**src/rtl/lcd_pkg.sv**
```systemverilog
// Shared definitions for the HD44780 text controller: FSM states, LCD command bytes, bus record.
package lcd_pkg;

   typedef enum logic [2:0] {
      ST_DELAY      = 3'd0,
      ST_FUNC_SET   = 3'd1,
      ST_DISP_ONOFF = 3'd2,
      ST_ENTRY_MODE = 3'd3,
      ST_LINE1      = 3'd4,
      ST_LINE2      = 3'd5,
      ST_IDLE       = 3'd6
   } lcd_state_e;

   localparam logic [7:0] CMD_LINE1   = 8'h80;
   localparam logic [7:0] CMD_LINE2   = 8'hC0;
   localparam logic [7:0] CMD_DISP_ON = 8'h0C;
   localparam logic [7:0] CMD_ENTRY   = 8'h06;
   localparam logic [7:0] CMD_CLEAR   = 8'h01;
   localparam logic [7:0] CHAR_SPACE  = 8'h20;

   typedef struct packed {
      logic       rs;
      logic       rw;
      logic [7:0] data;
   } lcd_bus_t;

endpackage

```
**src/rtl/lcd_text_buf.sv**
```systemverilog
// Two-line character buffer: synchronous write, combinational read, resets to spaces.
module lcd_text_buf
   import lcd_pkg::*;
#(
   parameter int COLS   = 16,
   parameter int ADDR_W = $clog2(2 * COLS)
) (
   input  logic              clk_i,
   input  logic              rst_i,
   input  logic              wr_en_i,
   input  logic [ADDR_W-1:0] wr_addr_i,
   input  logic [7:0]        wr_char_i,
   input  logic [ADDR_W-1:0] rd_addr_i,
   output logic [7:0]        rd_char_o,
   output logic              wr_ok_o
);

   localparam int DEPTH = 2 * COLS;

   logic [7:0] mem_q [DEPTH];

   // Addresses past the second line are dropped entirely, so they never mark the screen dirty.
   assign wr_ok_o   = wr_en_i && (int'(wr_addr_i) < DEPTH);
   assign rd_char_o = mem_q[rd_addr_i];

   always_ff @(posedge clk_i or posedge rst_i) begin
      if (rst_i) begin
         for (int i = 0; i < DEPTH; i++) begin
            mem_q[i] <= CHAR_SPACE;
         end
      end else if (wr_ok_o) begin
         mem_q[wr_addr_i] <= wr_char_i;
      end
   end

endmodule

```
**src/rtl/lcd_text_ctrl.sv**
```systemverilog
// HD44780 character-LCD controller: power-on init, then redraws a writable 2-line text buffer.
module lcd_text_ctrl
   import lcd_pkg::*;
#(
   parameter int         COLS         = 16,
   parameter int         INIT_WAIT    = 70,
   parameter int         CMD_CYC      = 30,
   parameter int         AUTO_REFRESH = 1,
   parameter logic [7:0] FUNC_CODE    = 8'h3C,
   localparam int        ADDR_W       = $clog2(2 * COLS)
) (
   input  logic              CLK,
   input  logic              RESETN,
   input  logic              WR_EN,
   input  logic [ADDR_W-1:0] WR_ADDR,
   input  logic [7:0]        WR_CHAR,
   input  logic              REFRESH_REQ,
   output logic              BUSY,
   output logic              LCD_E,
   output logic              LCD_RS,
   output logic              LCD_RW,
   output logic [7:0]        LCD_DATA
);

   localparam int CNT_MAX = (INIT_WAIT > CMD_CYC) ? ((INIT_WAIT > COLS) ? INIT_WAIT : COLS)
                                                  : ((CMD_CYC > COLS) ? CMD_CYC : COLS);
   localparam int CNT_W   = $clog2(CNT_MAX + 1);

   lcd_state_e        state_q;
   logic [CNT_W-1:0]  cnt_q;
   logic              dirty_q;
   lcd_bus_t          bus_q;
   lcd_bus_t          bus_d;
   logic [ADDR_W-1:0] rd_addr;
   logic [7:0]        rd_char;
   logic              wr_ok;
   logic              cnt_done;
   logic              redraw;
   logic              enter_line1;
   int                rd_idx;

   function automatic logic [CNT_W-1:0] last_cnt(lcd_state_e s);
      case (s)
         ST_DELAY:                                  return CNT_W'(INIT_WAIT);
         ST_FUNC_SET, ST_DISP_ONOFF, ST_ENTRY_MODE: return CNT_W'(CMD_CYC);
         default:                                   return CNT_W'(COLS);
      endcase
   endfunction

   function automatic lcd_state_e next_state(lcd_state_e s);
      case (s)
         ST_DELAY:      return ST_FUNC_SET;
         ST_FUNC_SET:   return ST_DISP_ONOFF;
         ST_DISP_ONOFF: return ST_ENTRY_MODE;
         ST_ENTRY_MODE: return ST_LINE1;
         ST_LINE1:      return ST_LINE2;
         default:       return ST_IDLE;
      endcase
   endfunction

   // Slot 0 of each line carries the DDRAM address command, slots 1..COLS the characters.
   function automatic lcd_bus_t bus_for(lcd_state_e s, logic [CNT_W-1:0] c, logic [7:0] ch);
      lcd_bus_t b;
      b = '{rs: 1'b0, rw: 1'b0, data: 8'h00};
      case (s)
         ST_DELAY:      b = '{rs: 1'b1, rw: 1'b1, data: 8'h00};
         ST_FUNC_SET:   b.data = FUNC_CODE;
         ST_DISP_ONOFF: b.data = CMD_DISP_ON;
         ST_ENTRY_MODE: b.data = CMD_ENTRY;
         ST_LINE1, ST_LINE2: begin
            if (c == '0) begin
               b.data = (s == ST_LINE1) ? CMD_LINE1 : CMD_LINE2;
            end else begin
               b.rs   = 1'b1;
               b.data = ch;
            end
         end
         default: ;
      endcase
      return b;
   endfunction

   always_comb begin
      rd_idx = 0;
      if ((state_q == ST_LINE1 || state_q == ST_LINE2) && cnt_q != '0) begin
         rd_idx = ((state_q == ST_LINE2) ? COLS : 0) + int'(cnt_q) - 1;
      end
      rd_addr = ADDR_W'(rd_idx);
   end

   lcd_text_buf #(
      .COLS   (COLS),
      .ADDR_W (ADDR_W)
   ) u_buf (
      .clk_i     (CLK),
      .rst_i     (RESETN),
      .wr_en_i   (WR_EN),
      .wr_addr_i (WR_ADDR),
      .wr_char_i (WR_CHAR),
      .rd_addr_i (rd_addr),
      .rd_char_o (rd_char),
      .wr_ok_o   (wr_ok)
   );

   assign cnt_done    = (cnt_q == last_cnt(state_q));
   assign redraw      = (state_q == ST_IDLE) && (REFRESH_REQ || (AUTO_REFRESH != 0 && dirty_q));
   assign enter_line1 = redraw || (state_q == ST_ENTRY_MODE && cnt_done);
   assign bus_d       = bus_for(state_q, cnt_q, rd_char);

   always_ff @(posedge CLK or posedge RESETN) begin
      if (RESETN) begin
         state_q <= ST_DELAY;
         cnt_q   <= '0;
         dirty_q <= 1'b1;
         bus_q   <= '{rs: 1'b0, rw: 1'b1, data: 8'h00};
      end else begin
         bus_q <= bus_d;
         // A write landing on the same edge a pass starts is already in that pass.
         if (enter_line1) begin
            dirty_q <= 1'b0;
         end else if (wr_ok) begin
            dirty_q <= 1'b1;
         end
         if (state_q == ST_IDLE) begin
            cnt_q <= '0;
            if (redraw) begin
               state_q <= ST_LINE1;
            end
         end else if (cnt_done) begin
            state_q <= next_state(state_q);
            cnt_q   <= '0;
         end else begin
            cnt_q <= cnt_q + CNT_W'(1);
         end
      end
   end

   assign BUSY     = (state_q != ST_IDLE);
   assign LCD_E    = CLK;
   assign LCD_RS   = bus_q.rs;
   assign LCD_RW   = bus_q.rw;
   assign LCD_DATA = bus_q.data;

endmodule
```
**config.mk**
```make
export PLATFORM = sky130hd
export DESIGN_NAME = lcd_text_ctrl
export DESIGN_NICKNAME = d
export VERILOG_FILES = /design/src/rtl/lcd_pkg.sv /design/src/rtl/lcd_text_buf.sv /design/src/rtl/lcd_text_ctrl.sv
export SDC_FILE = /design/constraint.sdc
export NUM_CORES = 1
export LEC_CHECK = 0
export CAP_MARGIN = 20
export CORE_AREA = 4 4 163 165
export CTS_BUF_LIST = sky130_fd_sc_hd__clkbuf_4 sky130_fd_sc_hd__clkbuf_8
export DETAILED_ROUTE_END_ITERATION = 8
export DIE_AREA = 0 0 167 169
export GPL_ROUTABILITY_DRIVEN = 0
export GPL_TIMING_DRIVEN = 0
export MAX_ROUTING_LAYER = met4
export PLACE_DENSITY = 0.78
export RECOVER_POWER = 50
export SETUP_SLACK_MARGIN = 0.4
export SLEW_MARGIN = 20
export SYNTH_ARGS = -nofsm -noshare
export SYNTH_HDL_FRONTEND = slang
export SYNTH_HIERARCHICAL = 1
export SYNTH_SLANG_ARGS = --single-unit
```
**constraint.sdc**
```tcl
create_clock -name CLK -period 22.3 [get_ports CLK]
set_input_delay 6.69 -clock CLK [delete_from_list [all_inputs] [get_ports CLK]]
set_output_delay 6.69 -clock CLK [all_outputs]
set_load 0.01 [all_outputs]
```
== Word level (Yosys, flattened, before mapping) ==
Cells that the tools add are included.
Cells by class
  magnitude comparators: 3
  bitwise gates (word level): 2
  add/subtract/negate cells: 3
  reduce and logical (&&, ||, !) cells: 15
  muxes and demuxes: 23
  eq/ne operators: 9
Operator list (count)
  256-bit bitwise mux: 1
  8-bit binary-select mux with 5-bit select: 1
  8-bit demux with 5-bit select: 1
  8-bit two-way mux: 4
  8-bit case mux with 4 select lines: 1
  7-bit two-way mux: 3
  3-bit case mux with 5 select lines: 1
  7-bit case mux with 2 select lines: 1
  6-bit >= comparator, second input constant: 2
  5-bit inverter with 6-bit output: 2
  5-bit two-way mux: 2
  3-bit equality test, second input constant: 3
  3-bit two-way mux: 3
  7-bit by 1-bit adder with 7-bit output, second input constant: 1
  7-bit equality test: 1
  7-bit logical NOT: 1
  7-bit nonzero test: 1
  3-bit by 2-bit equality test with 1-bit output, second input constant: 2
  6-bit by 1-bit less-than comparator with 1-bit output, second input constant: 1
  5-bit adder: 1
  5-bit by 1-bit subtractor with 5-bit output, second input constant: 1
  1-bit logical AND: 4
  1-bit two-way mux: 4
  2-bit nonzero test: 2
  9 further kinds: 11
Word-level totals
  output and inout bits: 12
  logic and storage cells: 93
  bits in registers: 277
  input bits: 17

== Longest topological paths before layout ==
Gate-level depths: netlist of the first run.
  word-level depth: 11
  gate-level depth with buffers: 14
  depth with buffers taken out: 11

== Hierarchy ==
Netlist of the first run, hierarchy kept.
Modules (own cells, without submodules)
  lcd_text_buf: sequential area each 6446.2 µm², times used 1, area an instance 11700.0 µm², cells an instance 701
  lcd_text_ctrl: sequential area each 528.0 µm², times used 1, area an instance 1193.6 µm², cells an instance 123

==> results.py, run 1 <==
metrics = {
    "floorplan": {
        "initial_core_util": 0.515,
        "num_io_pins": 29,
        "fp.dieArea_um2": 28200,
        "floorplan.die.height_um": 169,
        "core_area_um2": 25000,
        "die_w_um": 167,
        "floorplan.rows": 58,
    },
    "run_status": {
        "failed_checks": "capacitance limit, slew limit",
        "outcome": "complete, but fails checks",
    },
    "sta": {
        "finalClockSkew_ns": 0.0149,
        "report.final.slew_viol_count": 257,
        "number_of_endpoints_failing_setup_at_the_final_stage": 0,
        "slew_headroom": -2.72,
        "setup_tns_ns": 0,
        "timing.final.hold_violations": 0,
        "unrepaired_setup_endpoints_after_global_routing": "false",
        "tightestPinTransition_ns": 5.58,
    },
    "power_and_ir_drop": {
        "power_density_nw_per_um2": 89.9,
        "ir_drop_v": 0.0000567,
        "power.leakage_uw": 0.00621,
    },
    "clock_network": {
        "cts_hold_buffers": 0,
        "post_cts.resized_instances": 0,
        "clock_latency_ns": 0.67,
        "tritoncts_clock_tree": "yes",
        "worst_setup_hold_path_clk_slew_ns": 0.06,
        "cts_setup_buffers": 0,
    },
    "logic_synthesis": {
        "synth_most_common_cell": "mux2_2",
        "count_of_flip_flops_with_a_built_in_enable_after_synthesis": 0,
        "yosys_most_used_dff": "dfrtp_1",
        "synthesis.nets": 850,
        "synthesis_stage_register_bit_count": 277,
        "synth.area.top_cells": "dfrtp_1 47%, mux2_2 23%, mux4_2 14%",
        "post_synth_instance_area_um2": 12900,
        "avgSynthCellArea_um2": 15.6,
        "post_syn_instances": 824,
        "cell_taking_the_most_area_after_synthesis": "dfrtp_1",
        "proportion_of_synthesized_chip_area_in_sequential_cells": 0.541,
        "synth.lib_cells_used.distinct": 45,
        "synth_top_cells_by_count": "264 x mux2_2, 243 x dfrtp_1, 80 x mux4_2, 39 x clkbuf_1",
        "synth_top_cell_area_share": 0.472,
        "async_flop_share": 1.00,
        "synthesis.yosys.warnings": 6,
    },
    "final_layout": {
        "antenna_cells_inserted": 0,
        "post-route-util": 0.581,
        "final.fill_count": 2005,
        "share_of_cells_above_drive_strength_1": 0.514,
        "area_overhead_vs_synth_pct": 12.8,
        "finalNetCount": 928,
    },
    "critical_path": {
        "regToRegStartpoint": "cnt_q[2]",
        "timing.critical_path.to_type": "primary output",
        "worst-endpoint-required_ns": 15.61,
        "source_of_the_critical_timing_path": "CLK",
        "critPathArrivalTime_ns": 11.96,
        "worstSetupPathType": "clk -> out",
        "worst-path-max-fanout": 2,
        "worst_setup_path_start_kind": "clock port",
        "reg2reg_setup_slack_ns": 17.70,
    },
    "route": {
        "wl_mm": 30.6,
        "final_antenna_net_count": 0,
        "post_drt_via_cell_ratio": 5.89,
        "drt_pre_antenna_iters": 4,
        "num_vias": 7477,
        "routedWlPerCell_um": 24.1,
        "drt_iter0_markers": 449,
        "drc": 0,
    },
    "worst_hold_path": {
        "hold_path.startpoint": "u_buf/mem_q[154]",
        "worstHoldPathType": "reg -> reg",
    },
    "grt": {
        "grtUsageTotal": 0.230,
        "grt_first_pass_wirelength_mm": 47.6,
        "overflow": 0,
        "grt_pass1_vias": 7881,
        "number_of_antenna_violations_at_the_first_check_in_global_routing": 0,
        "maximum_number_of_pins_on_one_net_before_global_route_repair": 107,
    },
    "placed_design": {
        "final_hpwl_dp_mm": 20.9,
        "port-buffer-count": 24,
    },
    "job": {
        "timing.max_cap.violations": 3,
    },
}
-- worst max-delay path: stages --
cell	delay (ns)
clkbuf_8	0.11
clkbuf_8	0.12
buf_4	0.12
clkdlybuf4s50_1	0.46
-- power breakdown --
part           switching [µW]  total [µW]  leakage (µW)  internal (µW)
clock network             203         484      0.000563            281
registers                43.7         645       0.00345            602
logic                    68.9         176       0.00220            108
-- layout by cell type, fill, tap and decap left out, drive strengths merged --
| cell | instances |
|---|---|
| mux2i | 1 |
| o22ai | 1 |
| inv | 14 |
| dfrtp | 243 |
| dlygate4sd3 | 2 |
| clkinvlp | 1 |
| and3b | 2 |
| a211oi | 1 |
| buf | 17 |
| nor2 | 39 |
| clkbuf | 125 |
| or3b | 2 |
| dfstp | 34 |
| nand3b | 5 |
| or3 | 2 |
| nor4 | 2 |
| a31oi | 2 |
| o31a | 1 |
| ha | 8 |
| nor3 | 2 |
| nand4 | 2 |
| clkdlybuf4s50 | 22 |
| clkinv | 5 |
| nand2b | 3 |
| nor3b | 5 |
| a31o | 2 |
| or2 | 1 |
| and3 | 2 |
| mux2 | 265 |
| a21oi | 7 |
| fa | 1 |
| nand3 | 3 |
| xor2 | 3 |
| nor2b | 1 |
| xnor2 | 5 |
| o21ai | 4 |
| nand2 | 24 |
| mux4 | 80 |
-- kinds of logic after synthesis --
kind of cell / share of synthesized area
flip-flops: 0.541
AO/OA/AOI/OAI: 0.00951
adder cells (fa/ha/maj): 0.00932
AND/OR/NAND/NOR: 0.0381
XOR/XNOR: 0.00543
multiplexers: 0.372
buffers and inverters: 0.0247
-- routing by layer --
metal	global-route usage	share of wire	vias to the layer above
met4	0.0904	0.033	0
met5	-	0	-
met2	0.340	0.47	230
met1	0.314	0.43	3977
li1	-	-	3199
met3	0.0518	0.065	71
-- state kept, by name, indices dropped and copies added, names as in the netlist --
signal,cells
LCD_RW,1
cnt_q,7
u_buf/mem_q,256
state_q,3
dirty_q,1
LCD_DATA,8
LCD_RS,1
-- stage by stage --
stage	area, µm²	total power, µW	instances	hold WS [ns]	setup WS, ns
after detailed placement	13600	838	1181	0.487	3.90
after CTS	14700	1320	1269	0.501	3.64
after global routing	14500	1370	1269	0.507	3.62
after global placement	13500	824	1178	0.482	3.90
after floorplan	12900	778	824	0.474	4.34
final	14500	1310	1269	0.500	3.65
-- final cells by class --
cell class	count	area [µm²]	area share
multi-input cells	476	5570	0.383
flip-flops and latches	277	6970	0.480
clock buffers	82	987	0.0679
plain buffers	58	263	0.0181
well taps	330	413	0.0284
repair buffers	26	241	0.0166
clock inverters	7	42.5	0.00293
inverters	13	50.0	0.00344
-- worst paths after layout --
path | endpoint | cells past startpoint
worst min register to register | u_buf/mem_q[154] | 1
max in group asynchronous | u_buf/mem_q[110] | 4
worst max register to register | LCD_DATA[2] | 14
worst max-delay path | LCD_E | 4
min in group asynchronous | u_buf/mem_q[185] | 2
worst min-delay path | u_buf/mem_q[154] | 1
(Power assumes the default switching activity.)
==> run 2: changes to the inputs <==
Clock period 22.3 ns to 17.8 ns, I/O delays scaled along.
==> results of run 2 <==
The final DEF is identical to that of run 1. Status: complete, but fails checks: capacitance limit, slew limit.
Among the figures that moved: setup slack after placement 3.90 ns -> 3.00 ns; setup slack after layout 3.65 ns -> 2.75 ns; register-to-register setup slack 17.70 ns -> 13.20 ns; total power 1310 µW -> 1640 µW; worst IR drop on VDD 0.0000567 V -> 0.0000710 V
